## src/rtl/cbfp_pkg.sv

```systemverilog
// Shared types, sizing constants and the shift saturation helper for the CBFP scheduler.
package cbfp_pkg;

    localparam int unsigned MAG_WIDTH = 6;
    localparam int unsigned LANES     = 4;
    localparam int unsigned BLK_LEN   = 16;
    localparam int unsigned MAX_SHIFT = 23;
    localparam int unsigned CNT_W     = 8;
    localparam int unsigned BEATS     = BLK_LEN / LANES;
    localparam int unsigned BEAT_W    = (BEATS > 1) ? $clog2(BEATS) : 1;
    localparam int unsigned MAG_BUS_W = LANES * MAG_WIDTH;

    typedef logic [MAG_WIDTH-1:0] mag_t;

    typedef struct packed {
        mag_t             shift;
        logic [CNT_W-1:0] seq;
    } shift_entry_t;

    // Clamp a block minimum to the largest shift the downstream shifter supports.
    function automatic mag_t sat_shift(input mag_t m);
        return (m > MAG_WIDTH'(MAX_SHIFT)) ? MAG_WIDTH'(MAX_SHIFT) : m;
    endfunction

endpackage

```

## src/rtl/cbfp_shift_sched_if.sv

```systemverilog
// Beat input / shift output bundle between magnitude-index stage, scheduler and CBFP shifter.
interface cbfp_shift_sched_if;
    import cbfp_pkg::*;

    logic                 in_valid;
    logic                 in_ready;
    logic [MAG_BUS_W-1:0] in_mag;
    logic                 in_last;
    logic                 blk_abort;
    logic                 out_valid;
    logic                 out_ready;
    mag_t                 out_shift;
    logic [CNT_W-1:0]     out_blk_cnt;
    logic                 err_align;
    logic                 busy;

    modport master (
        output in_valid, in_mag, in_last, blk_abort, out_ready,
        input  in_ready, out_valid, out_shift, out_blk_cnt, err_align, busy
    );

    modport slave (
        input  in_valid, in_mag, in_last, blk_abort, out_ready,
        output in_ready, out_valid, out_shift, out_blk_cnt, err_align, busy
    );

endinterface

```

## src/rtl/cbfp_lane_min.sv

```systemverilog
// Combinational unsigned minimum across LANES packed magnitude indices.
module cbfp_lane_min #(
    parameter int unsigned LANES = 4,
    parameter int unsigned W     = 6
) (
    input  logic [LANES*W-1:0] i_mag,
    output logic [W-1:0]       o_min_c
);

    // Linear scan with strict compare so the lowest lane wins ties.
    always_comb begin
        o_min_c = i_mag[W-1:0];
        for (int k = 1; k < int'(LANES); k++) begin
            if (i_mag[k*W +: W] < o_min_c) begin
                o_min_c = i_mag[k*W +: W];
            end
        end
    end

endmodule

```

## src/rtl/cbfp_shift_sched.sv

```systemverilog
// CBFP shift scheduler: per-block running minimum, 2-deep shift queue, alignment check.
module cbfp_shift_sched
    import cbfp_pkg::*;
(
    input  logic               clk,
    input  logic               rst_n,
    cbfp_shift_sched_if.slave  bus
);

    mag_t               w_beat_min;
    mag_t               w_blk_min;
    logic               w_accept;
    logic               w_last_beat;
    logic               w_close;
    logic               w_pop;
    logic               w_err_nxt;
    logic               w_busy_nxt;
    shift_entry_t       w_push_entry;

    logic [BEAT_W-1:0]  r_beat_cnt;
    logic [BEAT_W-1:0]  w_beat_cnt_nxt;
    mag_t               r_run_min;
    mag_t               w_run_min_nxt;
    logic [CNT_W-1:0]   r_blk_seq;
    logic [CNT_W-1:0]   w_blk_seq_nxt;

    shift_entry_t       r_head;
    shift_entry_t       r_tail;
    shift_entry_t       w_head_nxt;
    shift_entry_t       w_tail_nxt;
    logic [1:0]         r_q_cnt;
    logic [1:0]         w_q_cnt_nxt;

    logic               r_in_ready;
    logic               r_out_valid;
    logic               r_err_align;
    logic               r_busy;

    cbfp_lane_min #(
        .LANES (LANES),
        .W     (MAG_WIDTH)
    ) u_lane_min (
        .i_mag   (bus.in_mag),
        .o_min_c (w_beat_min)
    );

    assign w_accept     = bus.in_valid & r_in_ready & ~bus.blk_abort;
    assign w_last_beat  = (r_beat_cnt == BEAT_W'(BEATS - 1));
    assign w_close      = w_accept & (bus.in_last | w_last_beat);
    assign w_pop        = r_out_valid & bus.out_ready;
    assign w_blk_min    = (w_beat_min < r_run_min) ? w_beat_min : r_run_min;
    assign w_push_entry = '{shift: sat_shift(w_blk_min), seq: r_blk_seq};
    assign w_err_nxt    = w_close & (bus.in_last ^ w_last_beat);

    // Block accumulation: abort discards, close restarts, plain beats fold into the minimum.
    always_comb begin
        w_beat_cnt_nxt = r_beat_cnt;
        w_run_min_nxt  = r_run_min;
        w_blk_seq_nxt  = r_blk_seq;
        if (bus.blk_abort) begin
            w_beat_cnt_nxt = '0;
            w_run_min_nxt  = '1;
        end else if (w_close) begin
            w_beat_cnt_nxt = '0;
            w_run_min_nxt  = '1;
            w_blk_seq_nxt  = r_blk_seq + CNT_W'(1);
        end else if (w_accept) begin
            w_beat_cnt_nxt = r_beat_cnt + BEAT_W'(1);
            w_run_min_nxt  = w_blk_min;
        end
    end

    // Two-entry queue; head is the registered output payload and only moves on pop.
    always_comb begin
        w_head_nxt  = r_head;
        w_tail_nxt  = r_tail;
        w_q_cnt_nxt = r_q_cnt;
        case (r_q_cnt)
            2'd0: begin
                if (w_close) begin
                    w_head_nxt  = w_push_entry;
                    w_q_cnt_nxt = 2'd1;
                end
            end
            2'd1: begin
                if (w_close && w_pop) begin
                    w_head_nxt  = w_push_entry;
                end else if (w_close) begin
                    w_tail_nxt  = w_push_entry;
                    w_q_cnt_nxt = 2'd2;
                end else if (w_pop) begin
                    w_q_cnt_nxt = 2'd0;
                end
            end
            default: begin
                if (w_pop) begin
                    w_head_nxt  = r_tail;
                    w_q_cnt_nxt = 2'd1;
                end
            end
        endcase
    end

    assign w_busy_nxt = (w_beat_cnt_nxt != '0) | (w_q_cnt_nxt != 2'd0);

    // State and registered outputs.
    always_ff @(posedge clk or negedge rst_n) begin
        if (!rst_n) begin
            r_beat_cnt  <= '0;
            r_run_min   <= '1;
            r_blk_seq   <= '0;
            r_head      <= '0;
            r_tail      <= '0;
            r_q_cnt     <= 2'd0;
            r_in_ready  <= 1'b1;
            r_out_valid <= 1'b0;
            r_err_align <= 1'b0;
            r_busy      <= 1'b0;
        end else begin
            r_beat_cnt  <= w_beat_cnt_nxt;
            r_run_min   <= w_run_min_nxt;
            r_blk_seq   <= w_blk_seq_nxt;
            r_head      <= w_head_nxt;
            r_tail      <= w_tail_nxt;
            r_q_cnt     <= w_q_cnt_nxt;
            r_in_ready  <= (w_q_cnt_nxt != 2'd2);
            r_out_valid <= (w_q_cnt_nxt != 2'd0);
            r_err_align <= w_err_nxt;
            r_busy      <= w_busy_nxt;
        end
    end

    assign bus.in_ready    = r_in_ready;
    assign bus.out_valid   = r_out_valid;
    assign bus.out_shift   = r_head.shift;
    assign bus.out_blk_cnt = r_head.seq;
    assign bus.err_align   = r_err_align;
    assign bus.busy        = r_busy;

endmodule

```

## src/flat_wrapper.sv

```systemverilog
// flat-port wrapper written by rule: the top's interface ports become plain ports
module cbfp_shift_sched_flat import cbfp_pkg::*;
  (clk, rst_n, bus_in_valid, bus_in_mag, bus_in_last, bus_blk_abort, bus_out_ready, bus_in_ready, bus_out_valid, bus_out_shift, bus_out_blk_cnt, bus_err_align, bus_busy);
  cbfp_shift_sched_if bus_i ();
  input  logic clk;
  input  logic rst_n;
  input wire logic [$bits(bus_i.in_valid)-1:0] bus_in_valid;
  input wire logic [$bits(bus_i.in_mag)-1:0] bus_in_mag;
  input wire logic [$bits(bus_i.in_last)-1:0] bus_in_last;
  input wire logic [$bits(bus_i.blk_abort)-1:0] bus_blk_abort;
  input wire logic [$bits(bus_i.out_ready)-1:0] bus_out_ready;
  output wire logic [$bits(bus_i.in_ready)-1:0] bus_in_ready;
  output wire logic [$bits(bus_i.out_valid)-1:0] bus_out_valid;
  output wire logic [$bits(bus_i.out_shift)-1:0] bus_out_shift;
  output wire logic [$bits(bus_i.out_blk_cnt)-1:0] bus_out_blk_cnt;
  output wire logic [$bits(bus_i.err_align)-1:0] bus_err_align;
  output wire logic [$bits(bus_i.busy)-1:0] bus_busy;
  assign bus_i.in_valid = bus_in_valid;
  assign bus_i.in_mag = bus_in_mag;
  assign bus_i.in_last = bus_in_last;
  assign bus_i.blk_abort = bus_blk_abort;
  assign bus_i.out_ready = bus_out_ready;
  assign bus_in_ready = bus_i.in_ready;
  assign bus_out_valid = bus_i.out_valid;
  assign bus_out_shift = bus_i.out_shift;
  assign bus_out_blk_cnt = bus_i.out_blk_cnt;
  assign bus_err_align = bus_i.err_align;
  assign bus_busy = bus_i.busy;
  cbfp_shift_sched u_core (.clk(clk), .rst_n(rst_n), .bus(bus_i));
endmodule
```

## config.mk

```make
export PLATFORM = sky130hd
export DESIGN_NAME = cbfp_shift_sched_flat
export DESIGN_NICKNAME = d
export VERILOG_FILES = /design/src/rtl/cbfp_pkg.sv /design/src/rtl/cbfp_shift_sched_if.sv /design/src/rtl/cbfp_lane_min.sv /design/src/rtl/cbfp_shift_sched.sv /design/src/flat_wrapper.sv
export SDC_FILE = /design/constraint.sdc
export NUM_CORES = 1
export LEC_CHECK = 0
export BUFFER_PORTS_ARGS = -buffer_cell sky130_fd_sc_hd__buf_4
export CAP_MARGIN = 10
export CORE_MARGIN = 5
export CORE_UTILIZATION = 45
export CTS_BUF_LIST = sky130_fd_sc_hd__clkbuf_4 sky130_fd_sc_hd__clkbuf_8 sky130_fd_sc_hd__clkbuf_16
export DETAILED_ROUTE_END_ITERATION = 8
export GPL_TIMING_DRIVEN = 0
export PLACE_DENSITY = 0.65
export SYNTH_ARGS = -nofsm -noshare
export SYNTH_HDL_FRONTEND = slang
export SYNTH_SLANG_ARGS = --single-unit
```

## constraint.sdc

```tcl
create_clock -name clk -period 4.3 [get_ports clk]
set_input_delay 0.645 -clock clk [delete_from_list [all_inputs] [get_ports clk]]
set_output_delay 0.645 -clock clk [all_outputs]
set_load 0.005 [all_outputs]
```

## After elaboration in Yosys (flattened, before gate mapping)

Index checks and enable logic that the tools add are counted.

- Register bits: 50
- Input bits: 30
- Output and inout bits: 18
- Logic and storage cells: 64

- Add/sub/neg operators: 2
- Order comparisons: 5
- Eq/ne operators: 5
- Mux-type cells: 21
- Bitwise gates (word level): 10
- Reduce and logical (&&, ||, !) cells: 9

Operators with widths:

| kind | number |
|---|---|
| $mux W6 | 8 |
| $mux W14 | 3 |
| $pmux W14 S2 | 1 |
| $lt A6 B6 Y1 | 4 |
| $mux W2 | 8 |
| $add A8 B1 Y8 const B | 1 |
| $gt A6 B5 Y1 const B | 1 |
| $reduce_and A3 Y1 | 2 |
| $reduce_bool A3 Y1 | 2 |
| $and A1 B1 Y1 | 5 |
| $ne A2 B1 Y1 const B | 2 |
| $pmux W2 S2 | 1 |
| $reduce_bool A2 Y1 | 2 |
| $add A2 B1 Y2 const B | 1 |
| $eq A2 B1 Y1 const B | 1 |
| $eq A2 B2 Y1 const B | 1 |
| $logic_not A2 Y1 | 1 |
| $ne A2 B2 Y1 const B | 1 |
| $not A1 Y1 | 2 |
| $or A1 B1 Y1 | 2 |
| $reduce_and A2 Y1 | 1 |
| $logic_and A1 B1 Y1 | 1 |
| $xor A1 B1 Y1 | 1 |

## Longest topological paths before layout

Gate-level depths: netlist (run 1).

- Word-level depth: 12
- Mapped depth: 39
- Mapped depth without buffers: 35

## Cells and area by module

Synthesis (run 1) repeated with hierarchy kept, for this count alone.

- Cells, all modules: 322
- Area total of the unflattened synthesis: 3104.2 um^2

By module, submodules not included:

| module | times used | cells each | area an instance (um^2) | sequential area each (um^2) |
|---|---|---|---|---|
| cbfp_shift_sched | 1 | 237 | 2389.8 | 1260.0 |
| cbfp_lane_min | 1 | 85 | 714.4 | 0.0 |

## Worst setup path before layout (run 1)

OpenSTA, ideal clock, no wires.

- Path type: in2reg
- Start point: input bus_in_mag[5]
- End point: register u_core.r_head (netlist bit u_core.bus.out_shift[1])
- Setup time: 0.142 ns
- Arrival: 6.789 ns
- Data required time: 4.158 ns
- Setup slack: -2.631 ns
- Cell stages on the path: 36
- Path buffers: 4
- Path through: inv_1 > ha_1 > a21oi_1 > o21ai_2 > a21o_1 > buf_4 > mux2i_1 > ha_1 > nor2_1 > nand2_1 > a211oi_1 > a311oi_2 > maj3_2 > o31a_1 > buf_6 > a21oi_1 > inv_1 > ha_1 > a21o_1 > a21o_1 > a21oi_1 > o21a_1 > a211oi_1 > o311ai_4 > nand2_1 > mux2_2 > ha_1 > a21o_1 > a21o_1 > a21oi_1 > o21a_1 > a41o_1 > buf_6 > buf_4 > and2_1 > a32oi_1

- Word-level cells in the longest chain between the ends: 12
- Elaborated cells on any way between the ends: 13
- Classes of those cells: 5 x order compare; 8 x mux

Ends and longest elaborated chain:

| item | RTL line | RTL |
|---|---|---|
| start: declaration | flat_wrapper.sv:8 | `input wire logic [$bits(bus_i.in_mag)-1:0] bus_in_mag;` |
| $lt A6 B6 Y1 | cbfp_lane_min.sv:14 | `if (i_mag[k*W +: W] < o_min_c) begin` |
| $mux W6 * | cbfp_lane_min.sv:14 |  |
| $lt A6 B6 Y1 | cbfp_lane_min.sv:14 |  |
| $mux W6 * | cbfp_lane_min.sv:14 |  |
| $lt A6 B6 Y1 | cbfp_lane_min.sv:14 |  |
| $mux W6 * | cbfp_lane_min.sv:14 |  |
| $lt A6 B6 Y1 | cbfp_shift_sched.sv:51 | `assign w_blk_min = (w_beat_min < r_run_min) ? w_beat_min : r_run_min;` |
| $mux W6 * | cbfp_shift_sched.sv:51 |  |
| $gt A6 B5 Y1 | cbfp_pkg.sv:22 | `return (m > MAG_WIDTH'(MAX_SHIFT)) ? MAG_WIDTH'(MAX_SHIFT) : m;` |
| $mux W6 * | cbfp_pkg.sv:22 |  |
| $mux W14 (on tied branches) | cbfp_shift_sched.sv:86, cbfp_shift_sched.sv:80 |  |
| $pmux W14 S2 * | cbfp_shift_sched.sv:78 | `case (r_q_cnt)` |
| end signal: assignment | cbfp_shift_sched.sv:123 | `r_head <= w_head_nxt;` |
| end: declaration | cbfp_shift_sched.sv:27 | `shift_entry_t r_head;` |

Mark *: on every way between the ends. The rest lies on a longest branch, timed or not. The select of a mux whose other input is x is not followed.
A chain may end at the register's enable or synchronous reset.

## Worst setup path in the final report (run 1)

- Start point: input bus_in_mag[11]
- End point: register u_core.r_head (netlist bit u_core.bus.out_shift[3])

The elaborated chain is that of the path after synthesis.

==> results of run 1 <==
power breakdown:
group | switching, mW | internal, mW | total [mW] | leakage, nW
logic | 0.515 | 0.527 | 1.04 | 1.37
registers | 0.0999 | 0.611 | 0.711 | 0.628
clock network | 0.161 | 0.130 | 0.290 | 0.0472
total | 0.775 | 1.27 | 2.04 | 2.04
sequential cells by signal, summed over array words and instances, names as in the netlist:
register,count
u_core.bus.out_valid,1
u_core.r_blk_seq,8
u_core.bus.busy,1
u_core.r_q_cnt,2
u_core.r_run_min,6
u_core.bus.err_align,1
u_core.bus.out_shift,6
u_core.r_beat_cnt,2
u_core.r_tail,14
u_core.bus.out_blk_cnt,8
u_core.bus.in_ready,1
routing by layer:
metal | share of wire, % | up-vias | global-route usage [%]
li1 | - | 1407 | -
met1 | 50 | 1356 | 28.0
met2 | 46 | 44 | 28.2
met3 | 3.5 | 11 | 4.30
met4 | 1.2 | 0 | 3.97
met5 | 0 | - | 0
cell usage in the layout (no fill, tap or decap), drive strengths merged, types with 8 or more instances in the layout:
cell / count
and2: 8
ha: 20
dfrtp: 43
o21ai: 23
clkbuf: 14
mux2i: 16
a21oi: 18
buf: 81
nor2: 20
inv: 25
nand2: 61
what timing repair did:
action                                  4_1_cts  5_1_grt
buffers inserted                             25        7
gates cloned                                  1        1
endpoints found under the setup margin       16       16
pin swaps                                    27       10
gates resized for setup                      40       15
worst paths after layout:
path,endpoint,slack [ns],depth (start not counted)
hold reg to reg,u_core.r_tail[2],0.49,2
setup / recovery,u_core.bus.out_shift[3],-2.19,34
hold / removal,u_core.r_tail[11],0.34,1
min in group clk,u_core.r_tail[2],0.49,2
max in group asynchronous,u_core.r_q_cnt[1],3.54,1
setup reg to reg,u_core.r_tail[10],1.32,8
cells by family (layout without fill, tap and decap cells):
group / after synthesis / after routing / share of synthesized area, %
compound gates: 88 / 88 / 20.8
xor+xnor: 7 / 7 / 1.90
fa+ha+maj: 21 / 21 / 8.09
buf+inv: 38 / 123 / 5.49
flops: 50 / 50 / 39.0
mux: 22 / 22 / 7.54
simple gates: 121 / 121 / 17.3
area by class of cell:
type	count	area share, %
plain buffers	12	1.86
clock buffers	6	1.83
clock inverters	2	0.277
inverters	25	2.30
multi-input cells	259	48.8
flip-flops and latches	50	27.9
well taps	99	2.74
repair buffers	78	14.2
synth_stat cells, drive strengths merged (7+ instances only):
cell / instances
a21oi: 18
nor2: 20
clkbuf: 7
nand2: 61
a21o: 7
dfrtp: 43
inv: 25
ha: 20
and2: 8
mux2i: 16
dfstp: 7
o21ai: 23
==> results.json, run 1 <==
{
  "outcome": "finished with violations",
  "violations": "negative setup slack",
  "setup_violations": 16,
  "core_area_sq_mm": 0.00714,
  "multiInputGateArea_sq_mm": 0.00220,
  "avgViaCountPerCell": 5.31,
  "tightest_slew_ns": 1.07,
  "rsz0062_at_grt": "yes",
  "synth_top_area_share_pct": 33.3,
  "dp_slack_ns": -3.00,
  "yosysWarnings": 0,
  "syn_area_per_cell_sq_um": 9.32,
  "track_usage_pct": 18.9,
  "synth-seq-area-share_pct": 39.0,
  "synth_edf_count": 0,
  "async_flop_share_pct": 100,
  "arrival_ns": 6.69,
  "diodes": 0,
  "place_hpwl_mm": 5.70,
  "fin_util_pct": 63.2,
  "cts.hold.buffers_added": 0,
  "min_period_over_period_pct": 151,
  "endpoint_kind": "flip-flop",
  "grt_max_degree": 51,
  "die_area_sq_mm": 0.00898,
  "die_w_um": 94.8,
  "syn_nets": 397,
  "critPathLaunchType": "primary input",
  "num_rows": 31,
  "maxCapViolations": 0,
  "die_y_um": 94.8,
  "fin_hold_ws_ns": 0.343,
  "fin_area_sq_mm": 0.00451,
  "finalHoldViolCount": 0,
  "ios": 48,
  "first_iter_violations": 100,
  "dp.cells": 492,
  "grt_pass1_vias": 2740,
  "place_congestion": 0.838,
  "port_buffers": 46,
  "path_class": "primary input to flip-flop",
  "clkLatencyLatePin_ns": 0.32,
  "placed_area_sq_mm": 0.00391,
  "yosysUniqueCellTypes": 61,
  "path_clk_slew_ns": 0.09,
  "synth_ff_type": "dfrtp_1",
  "tns_ns": -33.94,
  "fillers": 648,
  "ys_ff_latch": 50,
  "critPathBufInv": 6,
  "power_density_mw_per_mm2": 453,
  "synthTopCellsByArea": "dfrtp_1, ha_1, nand2_1",
  "total_power_mw": 2.04,
  "syn_to_final_growth_pct": 39.5,
  "grt_pass1_wl_mm": 13.4,
  "critical-path-slowest-cell": "o41a_1",
  "drc": 0,
  "htreeDepth": 2,
  "nets": 481,
  "clock_path_buffers": 2,
  "syn-cell-area_sq_mm": 0.00323,
  "cts_root_buf": "clkbuf_8",
  "synth_top_cell_by_area": "dfrtp_1",
  "critical_path_peak_fanout": 6,
  "netlist_instances": 347,
  "max_stage_delay_ns": 0.36,
  "r2r-start": "u_core.r_beat_cnt[0]",
  "min_period_ns": 6.49,
  "clock_sinks": 50,
  "hold_class": "primary input to asynchronous set/reset pin",
  "required_ns": 4.50,
  "ant_nets": 0,
  "startpoint": "bus_in_mag[11]",
  "final_cells": 531,
  "fmax_ghz": 0.154,
  "drt_pass1_iterations": 4,
  "initial_core_util_pct": 45.3,
  "power.leakage_nw": 2.04,
  "postRouteWirelength_mm": 8.05,
  "antenna_found_initial": 0,
  "maxSlewHeadroom_pct": 28.4,
  "peakVddDrop_mv": 0.211,
  "critPathTopFamily": "compound AO/OA/AOI/OAI gates",
  "layout_setup_ws_ns": -2.19,
  "vias": 2818,
  "avgRoutedWirePerCell_um": 15.2,
  "skew_ns": 0.00575,
  "drive_above_1_share_pct": 39.4,
  "cts_tree": "built",
  "regArea_sq_mm": 0.00126,
  "grt-ovfl-total": 0,
  "numCtsBuffers": 5,
  "final_max_slew_viol_count": 0
}
Note: power is estimated with default switching activity, not from simulation.
==> inputs of run 2 (changes only) <==
- CORE_MARGIN: 5 -> unset
==> run 2 against run 1 <==
Net effect: the run still ends with negative setup slack left; clock power decreased by 2%; critical path depth increased by 5; combinational power about the same; global-route usage increased by 3.8 points; hold slack got worse by 0.0050 ns; sequential cell count unchanged; die area decreased by 16%; cell area increased by 1.2%; largest power group unchanged.
==> results.json, run 2 (synthesis gave the netlist of run 1 again) <==
{
  "die_y_um": 86.8,
  "avgRoutedWirePerCell_um": 15.5,
  "cts.hold.buffers_added": 0,
  "rsz0062_at_grt": "yes",
  "drt_pass1_iterations": 4,
  "syn_to_final_growth_pct": 41.2,
  "finalHoldViolCount": 0,
  "skew_ns": 0.00937,
  "first_iter_violations": 88,
  "nets": 485,
  "port_buffers": 46,
  "avgViaCountPerCell": 5.49,
  "track_usage_pct": 22.7,
  "fmax_ghz": 0.151,
  "die_w_um": 86.8,
  "arrival_ns": 6.89,
  "cts_tree": "built",
  "dp.cells": 489,
  "critical_path_peak_fanout": 7,
  "grt_max_degree": 51,
  "die_area_sq_mm": 0.00753,
  "initial_core_util_pct": 47.1,
  "r2r_cells": 12,
  "cts_root_buf": "clkbuf_8",
  "required_ns": 4.55,
  "htreeDepth": 2,
  "peakVddDrop_mv": 0.279,
  "postRouteWirelength_mm": 8.25,
  "max_stage_delay_ns": 0.36,
  "grt_pass1_vias": 2885,
  "endpoint_kind": "flip-flop",
  "layout_commonest_cell": "buf_4",
  "outcome": "finished with violations",
  "largest_reg_flops": 14,
  "critPathTopFamily": "compound AO/OA/AOI/OAI gates",
  "regMostFlops": "u_core.r_tail",
  "grt_pass1_wl_mm": 13.3,
  "power_density_mw_per_mm2": 451,
  "clkLatencyLatePin_ns": 0.31,
  "min_period_over_period_pct": 154,
  "fin_util_pct": 66.5,
  "critical-path-slowest-cell": "mux2_4",
  "clock_sinks": 50,
  "place_congestion": 0.779,
  "drive_above_1_share_pct": 40.1,
  "startpoint": "bus_in_mag[3]",
  "critPathCapture": "u_core.r_run_min[1]",
  "ios": 48,
  "hold_class": "primary input to asynchronous set/reset pin",
  "setup_violations": 16,
  "drc": 0,
  "num_rows": 30,
  "place_hpwl_mm": 5.46,
  "diodes": 0,
  "tightest_slew_ns": 0.831,
  "violations": "negative setup slack",
  "rrSetupSlack_ns": 1.84,
  "antenna_found_initial": 0,
  "timing.rr.end": "u_core.r_run_min[1]",
  "maxCapViolations": 0,
  "path_clk_slew_ns": 0.09,
  "final_cells": 532,
  "layout_setup_ws_ns": -2.34,
  "maxSlewHeadroom_pct": 44.0,
  "final_cell_mix": "buf_4, nand2_1, dfrtp_1, inv_1, nor2_1",
  "clock_path_buffers": 2,
  "r2r-start": "u_core.r_run_min[3]",
  "numCtsBuffers": 5,
  "core_area_sq_mm": 0.00687,
  "final_max_slew_viol_count": 0,
  "min_period_ns": 6.64,
  "power.leakage_nw": 2.07,
  "critPathBufInv": 7,
  "ant_nets": 0,
  "dp_slack_ns": -3.00,
  "vias": 2921,
  "path_class": "primary input to flip-flop",
  "critPathLaunchType": "primary input",
  "grt-ovfl-total": 0,
  "crit_top_cell": "a21o_1",
  "cp.depth": 39
}
==> run 2: cell types whose count changed in the layout (fill, tap and decap cells not counted), moves of 2 or more <==
cell,change
a21oi_2,-3
buf_4,+4
a21oi_4,+3
mux2_4,+3
mux2_2,-3
ha_4,+2
==> run 2: timing repair <==
item	4_1_cts	5_1_grt
resized for setup	43	16
setup endpoints to repair	16	16
buffers inserted	23	10
pin swaps	30	30
gates cloned	2	0
==> run 2: stage by stage <==
stage               hold WS, ns  total power, mW  area (sq um)  setup TNS, ns
floorplan                 0.349             1.29          3440         -33.04
global placement          0.457             1.54          3910         -45.60
detailed placement        0.462             1.56          3910         -47.00
CTS                       0.354             2.01          4420         -34.70
global route              0.389             2.21          4570         -40.53
finish                    0.338             2.06          4570         -36.58
==> run 2: per-layer routing <==
layer	GRT usage (%)	vias to the layer above	share of wire, %
met4	7.88	0	1.3
met2	39.7	51	51
met3	2.86	11	2.8
li1	-	1414	-
met1	28.8	1445	45
met5	0	-	0
==> run 2: power by group <==
group          switching (mW)  internal [mW]
logic                   0.523          0.541
clock network           0.167          0.117
registers               0.101          0.611
==> run 2: final cells by class <==
cell class              instances  area, sq um
clock inverters                 3         23.8
well taps                      96          120
clock buffers                   5         68.8
repair buffers                 82          662
plain buffers                  12         83.8
multi-input cells             259         2240
fillers                       555         2300
flip-flops and latches         50         1260
inverters                      25          104
==> run 2: how the worst min path moves through the flow <==
stage	slack, ns	to	depth (start not counted)
CTS	0.35	u_core.bus.out_blk_cnt[5]	1
finish	0.34	u_core.bus.out_blk_cnt[2]	1
global route	0.39	u_core.bus.out_blk_cnt[2]	1
detailed placement	0.46	u_core.r_tail[6]	2
floorplan	0.35	u_core.bus.busy	0
global placement	0.46	u_core.r_tail[7]	2
==> inputs of run 3 (changes only) <==
--- a/config.mk
+++ b/config.mk
@@ -10,5 +10,4 @@
 export CORE_UTILIZATION = 45
-export CTS_BUF_LIST = sky130_fd_sc_hd__clkbuf_4 sky130_fd_sc_hd__clkbuf_8 sky130_fd_sc_hd__clkbuf_16
+export CTS_BUF_LIST = sky130_fd_sc_hd__clkbuf_4 sky130_fd_sc_hd__clkbuf_8
 export DETAILED_ROUTE_END_ITERATION = 8
-export GPL_TIMING_DRIVEN = 0
 export PLACE_DENSITY = 0.65
--- a/constraint.sdc
+++ b/constraint.sdc
@@ -3,2 +3,2 @@
 set_output_delay 0.645 -clock clk [all_outputs]
-set_load 0.005 [all_outputs]
+set_load 0.01 [all_outputs]
==> run 3 against run 2 <==
Net effect: final cell count is 4.3% higher; the flow still finishes with violations (negative setup slack); critical path depth is 3 lower; critical endpoint is now u_core.bus.out_shift[0]; sequential share of layout area is 1.0 points lower; largest power group unchanged; global-route usage is 0.95 points lower; highest routed layer unchanged; non-clock buffer count is 23 higher.
==> results.json, run 3 (synthesis gave the netlist of run 1 again) <==
{
  "outcome": "finished with violations",
  "violations": "negative setup slack",
  "grt-ovfl-total": 0,
  "fmax_ghz": 0.157,
  "max_stage_delay_ns": 0.35,
  "htreeDepth": 2,
  "syn_to_final_growth_pct": 46.6,
  "power.leakage_nw": 2.22,
  "grt_pass1_vias": 2758,
  "diodes": 0,
  "regMostFlops": "u_core.r_tail",
  "min_period_over_period_pct": 149,
  "maxSlewHeadroom_pct": 30.1,
  "clkLatencyLatePin_ns": 0.30,
  "required_ns": 4.46,
  "largest_reg_flops": 14,
  "pwr-share-seq_pct": 34.8,
  "arrival_ns": 6.54,
  "postRouteWirelength_mm": 7.83,
  "ios": 48,
  "layout_commonest_cell": "buf_4",
  "power_frac_clock_pct": 16.1,
  "cts_root_buf": "clkbuf_8",
  "first_iter_violations": 97,
  "power_density_mw_per_mm2": 453,
  "critPathTopFamily": "compound AO/OA/AOI/OAI gates",
  "avgViaCountPerCell": 5.18,
  "use_met2_pct": 37.4,
  "antenna_found_initial": 0,
  "pwr-share-comb_pct": 49.1,
  "grt_max_degree": 51,
  "final_cells": 555,
  "core_area_sq_mm": 0.00687,
  "grt_pass1_wl_mm": 12.8,
  "track_usage_pct": 21.7,
  "initial_core_util_pct": 47.1,
  "setup_violations": 16,
  "critical_path_peak_fanout": 7,
  "placed_area_sq_mm": 0.00424,
  "clock_path_buffers": 2,
  "place_congestion": 0.870,
  "path_class": "primary input to flip-flop",
  "critical-path-slowest-cell": "mux2_4",
  "skew_ns": 0.0121,
  "cts_tree": "built",
  "finalHoldViolCount": 0,
  "total_power_mw": 2.15,
  "final_max_slew_viol_count": 0,
  "avgRoutedWirePerCell_um": 14.1,
  "clock_sinks": 50,
  "place_hpwl_mm": 5.73,
  "met3_usage_pct": 3.33,
  "vias": 2877,
  "p_sw_mw": 0.781,
  "die_area_sq_mm": 0.00753,
  "peakVddDrop_mv": 0.281,
  "cts.hold.buffers_added": 0,
  "port_buffers": 47,
  "rrSetupSlack_ns": 1.64,
  "hold_class": "primary input to asynchronous set/reset pin",
  "rsz0062_at_grt": "yes",
  "drc": 0,
  "maxCapViolations": 0,
  "fin_area_sq_mm": 0.00474,
  "crit_top_cell": "a21o_1",
  "drt_pass1_iterations": 4,
  "grt.busiest_layer": "met2",
  "critPathBufInv": 6,
  "final_cell_mix": "buf_4, nand2_1, dfrtp_1, inv_1, nor2_1",
  "num_rows": 30,
  "numCtsBuffers": 5,
  "min_period_ns": 6.39,
  "switching_share_pct": 36.4,
  "drive_above_1_share_pct": 44.9,
  "die_w_um": 86.8,
  "path_clk_slew_ns": 0.09,
  "layout_setup_ws_ns": -2.09,
  "critPathLaunchType": "primary input",
  "tightest_slew_ns": 1.05,
  "die_y_um": 86.8,
  "use_met1_pct": 29.2,
  "endpoint_kind": "flip-flop",
  "internal_power_mw": 1.37,
  "ant_nets": 0,
  "dp.cells": 530,
  "nets": 508
}
## run 3: repair_timing
action | 4_1_cts | 5_1_grt
buffers inserted | 11 | 6
endpoints found under the setup margin | 16 | 16
cloned | 1 | 0
pin swaps | 38 | 27
gates resized for setup | 33 | 25
## run 3: worst paths after layout
kind	cells past startpoint	from	to
setup / recovery	36	bus_in_mag[5]	u_core.bus.out_shift[0]
hold / removal	1	rst_n	u_core.bus.out_blk_cnt[1]
setup reg to reg	5	u_core.r_q_cnt[1]	u_core.bus.out_shift[2]
hold reg to reg	2	u_core.r_tail[0]	u_core.r_tail[0]
max in group asynchronous	1	rst_n	u_core.bus.out_shift[1]
min in group clk	2	u_core.r_tail[0]	u_core.r_tail[0]
## run 3: area by class of cell
class                      count  area [sq um]
timing repair buffer         117           967
inverter                      25           104
clock buffer                   6          82.6
sequential                    50          1260
multi-input combinational    259          2170
clock inverter                 2          38.8
tap                           96           120
fill                         553          2130
## run 3: through the flow
stage / hold slack [ns] / setup TNS [ns] / worst slack, ns / utilization, %
2_1_floorplan: 0.349 / -33.04 / -2.14 / -
3_3_place_gp: 0.457 / -36.40 / -2.35 / 61.7
3_5_place_dp: 0.463 / -39.98 / -2.57 / 61.7
4_1_cts: 0.369 / -31.66 / -2.04 / 67.1
5_1_grt: 0.380 / -37.41 / -2.41 / 69.0
6_report: 0.347 / -32.10 / -2.09 / 69.0
## run 3: power by group through the flow
| stage | logic (mW) | registers, mW | clock network (mW) |
|---|---|---|---|
| 2_1_floorplan | 0.586 | 0.722 | 0 |
| 3_3_place_gp | 0.894 | 0.751 | 0 |
| 3_5_place_dp | 0.910 | 0.753 | 0 |
| 4_1_cts | 1.01 | 0.745 | 0.354 |
| 5_1_grt | 1.16 | 0.768 | 0.377 |
| 6_report | 1.05 | 0.747 | 0.347 |
## run 3: layer usage
metal | up-vias | share of wire (%)
met4 | 0 | 0.66
met5 | - | 0
li1 | 1465 | -
met1 | 1358 | 47
met3 | 7 | 2.8
met2 | 47 | 49
